## src/rtl/z16_pkg.sv

```systemverilog
// Shared encodings for the Z16 data-memory arbiter: FSM states, grant IDs,
// default widths and the 2-way round-robin pick function.
package z16_pkg;

    localparam int Z16_AW = 16;
    localparam int Z16_DW = 16;

    localparam logic [1:0] ST_IDLE    = 2'd0;
    localparam logic [1:0] ST_ACCESS  = 2'd1;
    localparam logic [1:0] ST_CAPTURE = 2'd2;

    localparam logic GNT_CPU  = 1'b0;
    localparam logic GNT_HOST = 1'b1;

    // On contention the side that was not granted last wins.
    function automatic logic rr_pick(input logic elig_cpu, input logic elig_host,
                                     input logic last_grant);
        if (elig_cpu && elig_host) begin
            return ~last_grant;
        end
        if (elig_host) begin
            return GNT_HOST;
        end
        return GNT_CPU;
    endfunction

endpackage

```

## src/rtl/z16_rr_arb2.sv

```systemverilog
// Two-way round-robin arbiter: combinational pick plus a registered
// last-grant pointer that moves only when a grant is actually taken.
module z16_rr_arb2
    import z16_pkg::*;
#(
    parameter bit P_HOST_FIRST = 1'b1
)
(
    input  logic i_clk,
    input  logic i_rst,
    input  logic elig_cpu,
    input  logic elig_host,
    input  logic advance,
    output logic grant,
    output logic grant_valid
);

    logic last_grant_reg;

    always_comb begin
        grant_valid = elig_cpu | elig_host;
        grant       = rr_pick(elig_cpu, elig_host, last_grant_reg);
    end

    // Pointing at the opposite side makes the preferred side win first.
    always_ff @(posedge i_clk) begin
        if (i_rst) begin
            last_grant_reg <= P_HOST_FIRST ? GNT_CPU : GNT_HOST;
        end else if (advance && grant_valid) begin
            last_grant_reg <= grant;
        end
    end

endmodule

```

## src/rtl/z16_dmem_arbiter.sv

```systemverilog
// Shares the single synchronous-read Z16 data memory port between the CPU
// load/store path and the host loader; one access every three cycles.
module z16_dmem_arbiter
    import z16_pkg::*;
#(
    parameter int P_AW         = Z16_AW,
    parameter int P_DW         = Z16_DW,
    parameter bit P_HOST_FIRST = 1'b1
)
(
    input  logic            i_clk,
    input  logic            i_rst,
    input  logic            i_cpu_req,
    input  logic            i_cpu_wen,
    input  logic [P_AW-1:0] i_cpu_addr,
    input  logic [P_DW-1:0] i_cpu_wdata,
    output logic            o_cpu_ack,
    output logic [P_DW-1:0] o_cpu_rdata,
    input  logic            i_host_req,
    input  logic            i_host_wen,
    input  logic [P_AW-1:0] i_host_addr,
    input  logic [P_DW-1:0] i_host_wdata,
    output logic            o_host_ack,
    output logic [P_DW-1:0] o_host_rdata,
    output logic [P_AW-1:0] o_mem_addr,
    output logic            o_mem_wen,
    output logic [P_DW-1:0] o_mem_wdata,
    input  logic [P_DW-1:0] i_mem_rdata,
    output logic            o_busy
);

    logic [1:0]      state_reg;
    logic [1:0]      state_next;
    logic            gnt_id_reg;
    logic            wen_reg;
    logic [P_AW-1:0] addr_reg;
    logic [P_DW-1:0] wdata_reg;

    logic [1:0]      req_vec;
    logic [1:0]      wen_vec;
    logic [P_AW-1:0] addr_vec  [2];
    logic [P_DW-1:0] wdata_vec [2];
    logic [1:0]      ack_vec;
    logic [P_DW-1:0] rdata_vec [2];
    logic [1:0]      elig;
    logic            grant;
    logic            grant_valid;
    logic            in_idle;

    assign req_vec[GNT_CPU]    = i_cpu_req;
    assign req_vec[GNT_HOST]   = i_host_req;
    assign wen_vec[GNT_CPU]    = i_cpu_wen;
    assign wen_vec[GNT_HOST]   = i_host_wen;
    assign addr_vec[GNT_CPU]   = i_cpu_addr;
    assign addr_vec[GNT_HOST]  = i_host_addr;
    assign wdata_vec[GNT_CPU]  = i_cpu_wdata;
    assign wdata_vec[GNT_HOST] = i_host_wdata;

    // A side whose ack is showing is still lowering req; skip it this cycle.
    assign elig    = req_vec & ~ack_vec;
    assign in_idle = (state_reg == ST_IDLE);

    z16_rr_arb2 #(
        .P_HOST_FIRST (P_HOST_FIRST)
    ) u_rr_arb2 (
        .i_clk       (i_clk),
        .i_rst       (i_rst),
        .elig_cpu    (elig[GNT_CPU]),
        .elig_host   (elig[GNT_HOST]),
        .advance     (in_idle),
        .grant       (grant),
        .grant_valid (grant_valid)
    );

    always_comb begin
        state_next = state_reg;
        case (state_reg)
            ST_IDLE:    if (grant_valid) state_next = ST_ACCESS;
            ST_ACCESS:  state_next = ST_CAPTURE;
            ST_CAPTURE: state_next = ST_IDLE;
            default:    state_next = ST_IDLE;
        endcase
    end

    always_ff @(posedge i_clk) begin
        if (i_rst) begin
            state_reg  <= ST_IDLE;
            gnt_id_reg <= GNT_CPU;
            wen_reg    <= 1'b0;
            addr_reg   <= '0;
            wdata_reg  <= '0;
        end else begin
            state_reg <= state_next;
            if (in_idle && grant_valid) begin
                gnt_id_reg <= grant;
                wen_reg    <= wen_vec[grant];
                addr_reg   <= addr_vec[grant];
                wdata_reg  <= wdata_vec[grant];
            end
        end
    end

    // Per-requester completion: ack pulse and read-data holding register.
    for (genvar gi = 0; gi < 2; gi++) begin : g_port
        logic            capture_hit;
        logic            ack_reg;
        logic [P_DW-1:0] rdata_reg;
        logic            wait_reg;

        assign capture_hit = (state_reg == ST_CAPTURE) && (gnt_id_reg == 1'(gi));

        always_ff @(posedge i_clk) begin
            if (i_rst) begin
                ack_reg   <= 1'b0;
                rdata_reg <= '0;
                wait_reg  <= 1'b0;
            end else begin
                ack_reg  <= capture_hit;
                wait_reg <= req_vec[gi] & ~ack_reg;
                if (capture_hit && !wen_reg) begin
                    rdata_reg <= i_mem_rdata;
                end
            end
        end

        assign ack_vec[gi]   = ack_reg;
        assign rdata_vec[gi] = rdata_reg;

        a_req_held: assert property (@(posedge i_clk) disable iff (i_rst)
                                     (wait_reg && !ack_reg) |-> req_vec[gi]);
    end

    assign o_cpu_ack    = ack_vec[GNT_CPU];
    assign o_host_ack   = ack_vec[GNT_HOST];
    assign o_cpu_rdata  = rdata_vec[GNT_CPU];
    assign o_host_rdata = rdata_vec[GNT_HOST];

    // Gating with reset keeps a write from landing in the reset cycle.
    assign o_mem_addr  = addr_reg;
    assign o_mem_wdata = wdata_reg;
    assign o_mem_wen   = (state_reg == ST_ACCESS) & wen_reg & ~i_rst;
    assign o_busy      = ~in_idle;

endmodule
```

## config.mk

```make
export PLATFORM = sky130hd
export DESIGN_NAME = z16_dmem_arbiter
export DESIGN_NICKNAME = d
export VERILOG_FILES = /design/src/rtl/z16_pkg.sv /design/src/rtl/z16_rr_arb2.sv /design/src/rtl/z16_dmem_arbiter.sv
export SDC_FILE = /design/constraint.sdc
export NUM_CORES = 1
export LEC_CHECK = 0
export ABC_AREA = 1
export CAP_MARGIN = 10
export CORE_MARGIN = 3
export CORE_UTILIZATION = 40
export DETAILED_ROUTE_END_ITERATION = 16
export PLACE_DENSITY = 0.78
export SLEW_MARGIN = 20
export SYNTH_ARGS = -nofsm -noshare
export SYNTH_HDL_FRONTEND = slang
export SYNTH_SLANG_ARGS = --single-unit
```

## constraint.sdc

```tcl
create_clock -name i_clk -period 1.52 [get_ports i_clk]
set_input_delay 0.152 -clock i_clk [delete_from_list [all_inputs] [get_ports i_clk]]
set_output_delay 0.152 -clock i_clk [all_outputs]
set_load 0.1 [all_outputs]
```

==> metrics.md <==
| Metric | Value |
|---|---|
| Worst skew pair latency | 350 ps |
| CTS Root Cell | clkbuf_8 |
| Effective utilization at floorplan | 42.0% |
| DRC | 0 |
| Antenna viol nets, final | 0 |
| Area of all placed cells without fillers | 0.00585 sq mm |
| Result of the run | finished clean |
| Diodes inserted | 0 |
| Worst min-delay path startpoint | i_mem_rdata[2] |
| Peak Freq | 691 MHz |
| Post-Syn Area | 0.00332 sq mm |
| Share of cells above drive strength 1 | 17.9% |
| Net count after synthesis | 576 |
| Total placed cells including tap cells | 728 |
| Wire per inst | 12.6 um |
| 1st-pass router iterations | 4 |
| Detailed placement HPWL | 7.14 mm |
| Maximum net fanout on the critical path | 4 |
| Post-layout net count | 723 |
| Yosys reg bits | 70 |
| DR vias/cell | 4.78 |
| Std-Cell Rows | 32 |
| Die extent in y | 97.0 um |
| Area added between synthesis and finish | 76.5% |
| CTS hold repair buffers | 0 |
| Number of unique standard cell types used by synthesis | 22 |
| Commonest cells after routing, fill and taps aside | nor2_1, nand2_1, clkdlybuf4s50_1, buf_12, dfxtp_1 |
| Clock-pin slew reported for the worst setup and hold paths after clock tree synthesis | 80 ps |
| Routed via count | 3560 |
| Setup repair after global routing missed its margin | no |
| Floorplan core area | 0.00789 sq mm |
| Endpoints failing setup | 0 |
| Clock tree from TritonCTS | done |
| Register-to-Register Path Depth | 7 |
| Final std cells w/o fill | 744 |
| Final WS setup | 72.3 ps |
| Instance count along the most critical hold path | 3 |
| Data arrival, critical path | 1300 ps |
| Reg2Reg Setup Slack | 130 ps |
| Maximum number of pins on one net before global-route repair | 41 |
| Final estimated routing congestion in global placement | 0.777 |
| Kind of critical path | register to output pin |
| Slew HR | 81.0% |
| Number of DRC violations after detailed-routing iteration 0 | 78 |
| Sequential area share after synthesis | 42.3% |
| Worst setup SP type | register |
| Area enclosed by the die boundary | 0.00942 sq mm |
| Actual slew at the worst max-slew pin | 282 ps |
| Worst-case vdd ir drop | 580 uV |
| Setup skew after layout | 9.47 ps |
| Cts bufs inserted | 9 |
| Class of the tightest hold or removal check | input pin to register |
| GRT overflow | 0 |
| Chip Width | 97.0 um |
| Req. time, crit path | 1370 ps |
| Shortest clock period the worst path allows after layout | 1450 ps |
| Source of the critical timing path | wen_reg |
| Global-route wire length before repair | 15.4 mm |
| Ratio of final minimum period to clock period | 95.2% |
| Setup WS pre-CTS | -20.9 ps |
| RR Endpoint | o_mem_addr[15] |
| Number of hold-slack violations in the final timing report | 0 |
| Sink of the worst hold path | o_host_rdata[2] |
| Number of I/O pins | 154 |
| Placed instance area | 0.00566 sq mm |
| Ys Warns | 0 |
| Final max-slew violation count | 0 |
| Initial antenna violation count | 0 |
| Via count of the first global-routing pass | 3232 |
| Max-cap violation count | 0 |
| Source of the worst register-to-register timing path | state_reg[1] |
| Routed wire length | 9.37 mm |
| Cell count after synthesis | 490 |
| Maximum level of the CTS H-tree | 3 |
| Maximum buffer depth of the clock tree | 2 |
| PD cells | 1040 mW/mm^2 |
| Leakage power | 2.52 nW |
| CP endpoint kind | output pin |
| PnR Total Power | 6.08 mW |
| Post-Syn Area per Cell | 6.77 sq um |
| Port Buffers | 153 |
| Total global-route track usage | 19.7% |
| Commonest non-fill, non-tap cell in the layout | nor2_1 |
| Filler Cell Count | 577 |
| Clk sinks | 70 |
-- report_power, final --
part           leakage, nW  switching, mW  internal (mW)
Clock               0.0891          0.727          0.641
Sequential           0.576          0.160           1.98
Combinational         1.86           1.57          0.993
Total                 2.52           2.46           3.62
-- cell families after synthesis --
logic type,Yosys count,share of synthesized area [%]
AND/OR/NAND/NOR,279,34.0
buffers and inverters,74,10.8
flip-flops,70,42.3
AO/OA/AOI/OAI,67,12.9
-- metrics by stage --
| step | hold WS, ps | utilization (%) | TNS (ps) |
|---|---|---|---|
| 2_1_floorplan | 214 | - | -4690 |
| 3_3_place_gp | 501 | 71.8 | 0 |
| 3_5_place_dp | 515 | 71.8 | -42.4 |
| 4_1_cts | 427 | 74.1 | 0 |
| 5_1_grt | 450 | 74.2 | 0 |
| 6_report | 448 | 74.2 | 0 |
-- synthesized netlist by cell type --
cell / number / share of area [%]
nand3_1: 33 / 5.0
a21boi_1: 14 / 3.2
nand3_2: 3 / 0.91
nor2_1: 132 / 15
inv_2: 2 / 0.23
clkbuf_2: 2 / 0.30
a21oi_1: 1 / 0.15
buf_4: 4 / 0.91
clkinv_2: 2 / 0.30
nand2_2: 2 / 0.38
a21boi_0: 19 / 4.3
nor4_1: 3 / 0.57
buf_6: 7 / 2.4
nand2_1: 103 / 12
o21ai_0: 32 / 4.8
inv_1: 39 / 4.4
nor3_1: 1 / 0.15
dfxtp_1: 70 / 42
a21oi_4: 1 / 0.49
clkbuf_1: 11 / 1.2
buf_2: 7 / 1.1
nor2_2: 2 / 0.38
-- how the worst max path moves through the flow --
| stage | slack (ps) | cells past startpoint | to |
|---|---|---|---|
| after floorplan | -180 | 7 | o_mem_addr[14] |
| after global placement | 70 | 7 | wen_reg |
| after detailed placement | -20 | 6 | o_host_rdata[5] |
| after CTS | 20 | 6 | o_host_rdata[5] |
| after global routing | 0.5 | 3 | o_mem_wen |
| final | 70 | 3 | o_mem_wen |
-- layout make-up --
| type | count | area (sq um) | area share (%) |
|---|---|---|---|
| clock buffer | 10 | 138 | 2.35 |
| clock inverter | 6 | 42.5 | 0.727 |
| inverter | 43 | 168 | 2.86 |
| multi-input combinational | 346 | 1580 | 27.0 |
| sequential | 70 | 1410 | 24.0 |
| tap | 102 | 128 | 2.18 |
| timing repair buffer | 167 | 2390 | 40.9 |
-- layer usage --
layer  track usage (%)  part of all wire [%]  vias up
met5                 0                     0        -
met4              6.16                   1.8        0
met3              8.07                    10       16
met2              32.2                    47      151
met1              23.7                    41     1575
li1                  -                     -     1818
-- repair_timing --
action	in CTS	in global routing
buffers inserted	0	0
resized for setup	1	2
endpoints found under the setup margin	8	17
hold endpoints to repair	0	0
-- critical path, stage by stage (launching register included) --
cell	delay [ps]
dfxtp_1	320
inv_1	120
nor4_4	300
buf_12	220
(Power assumes the default switching activity.)
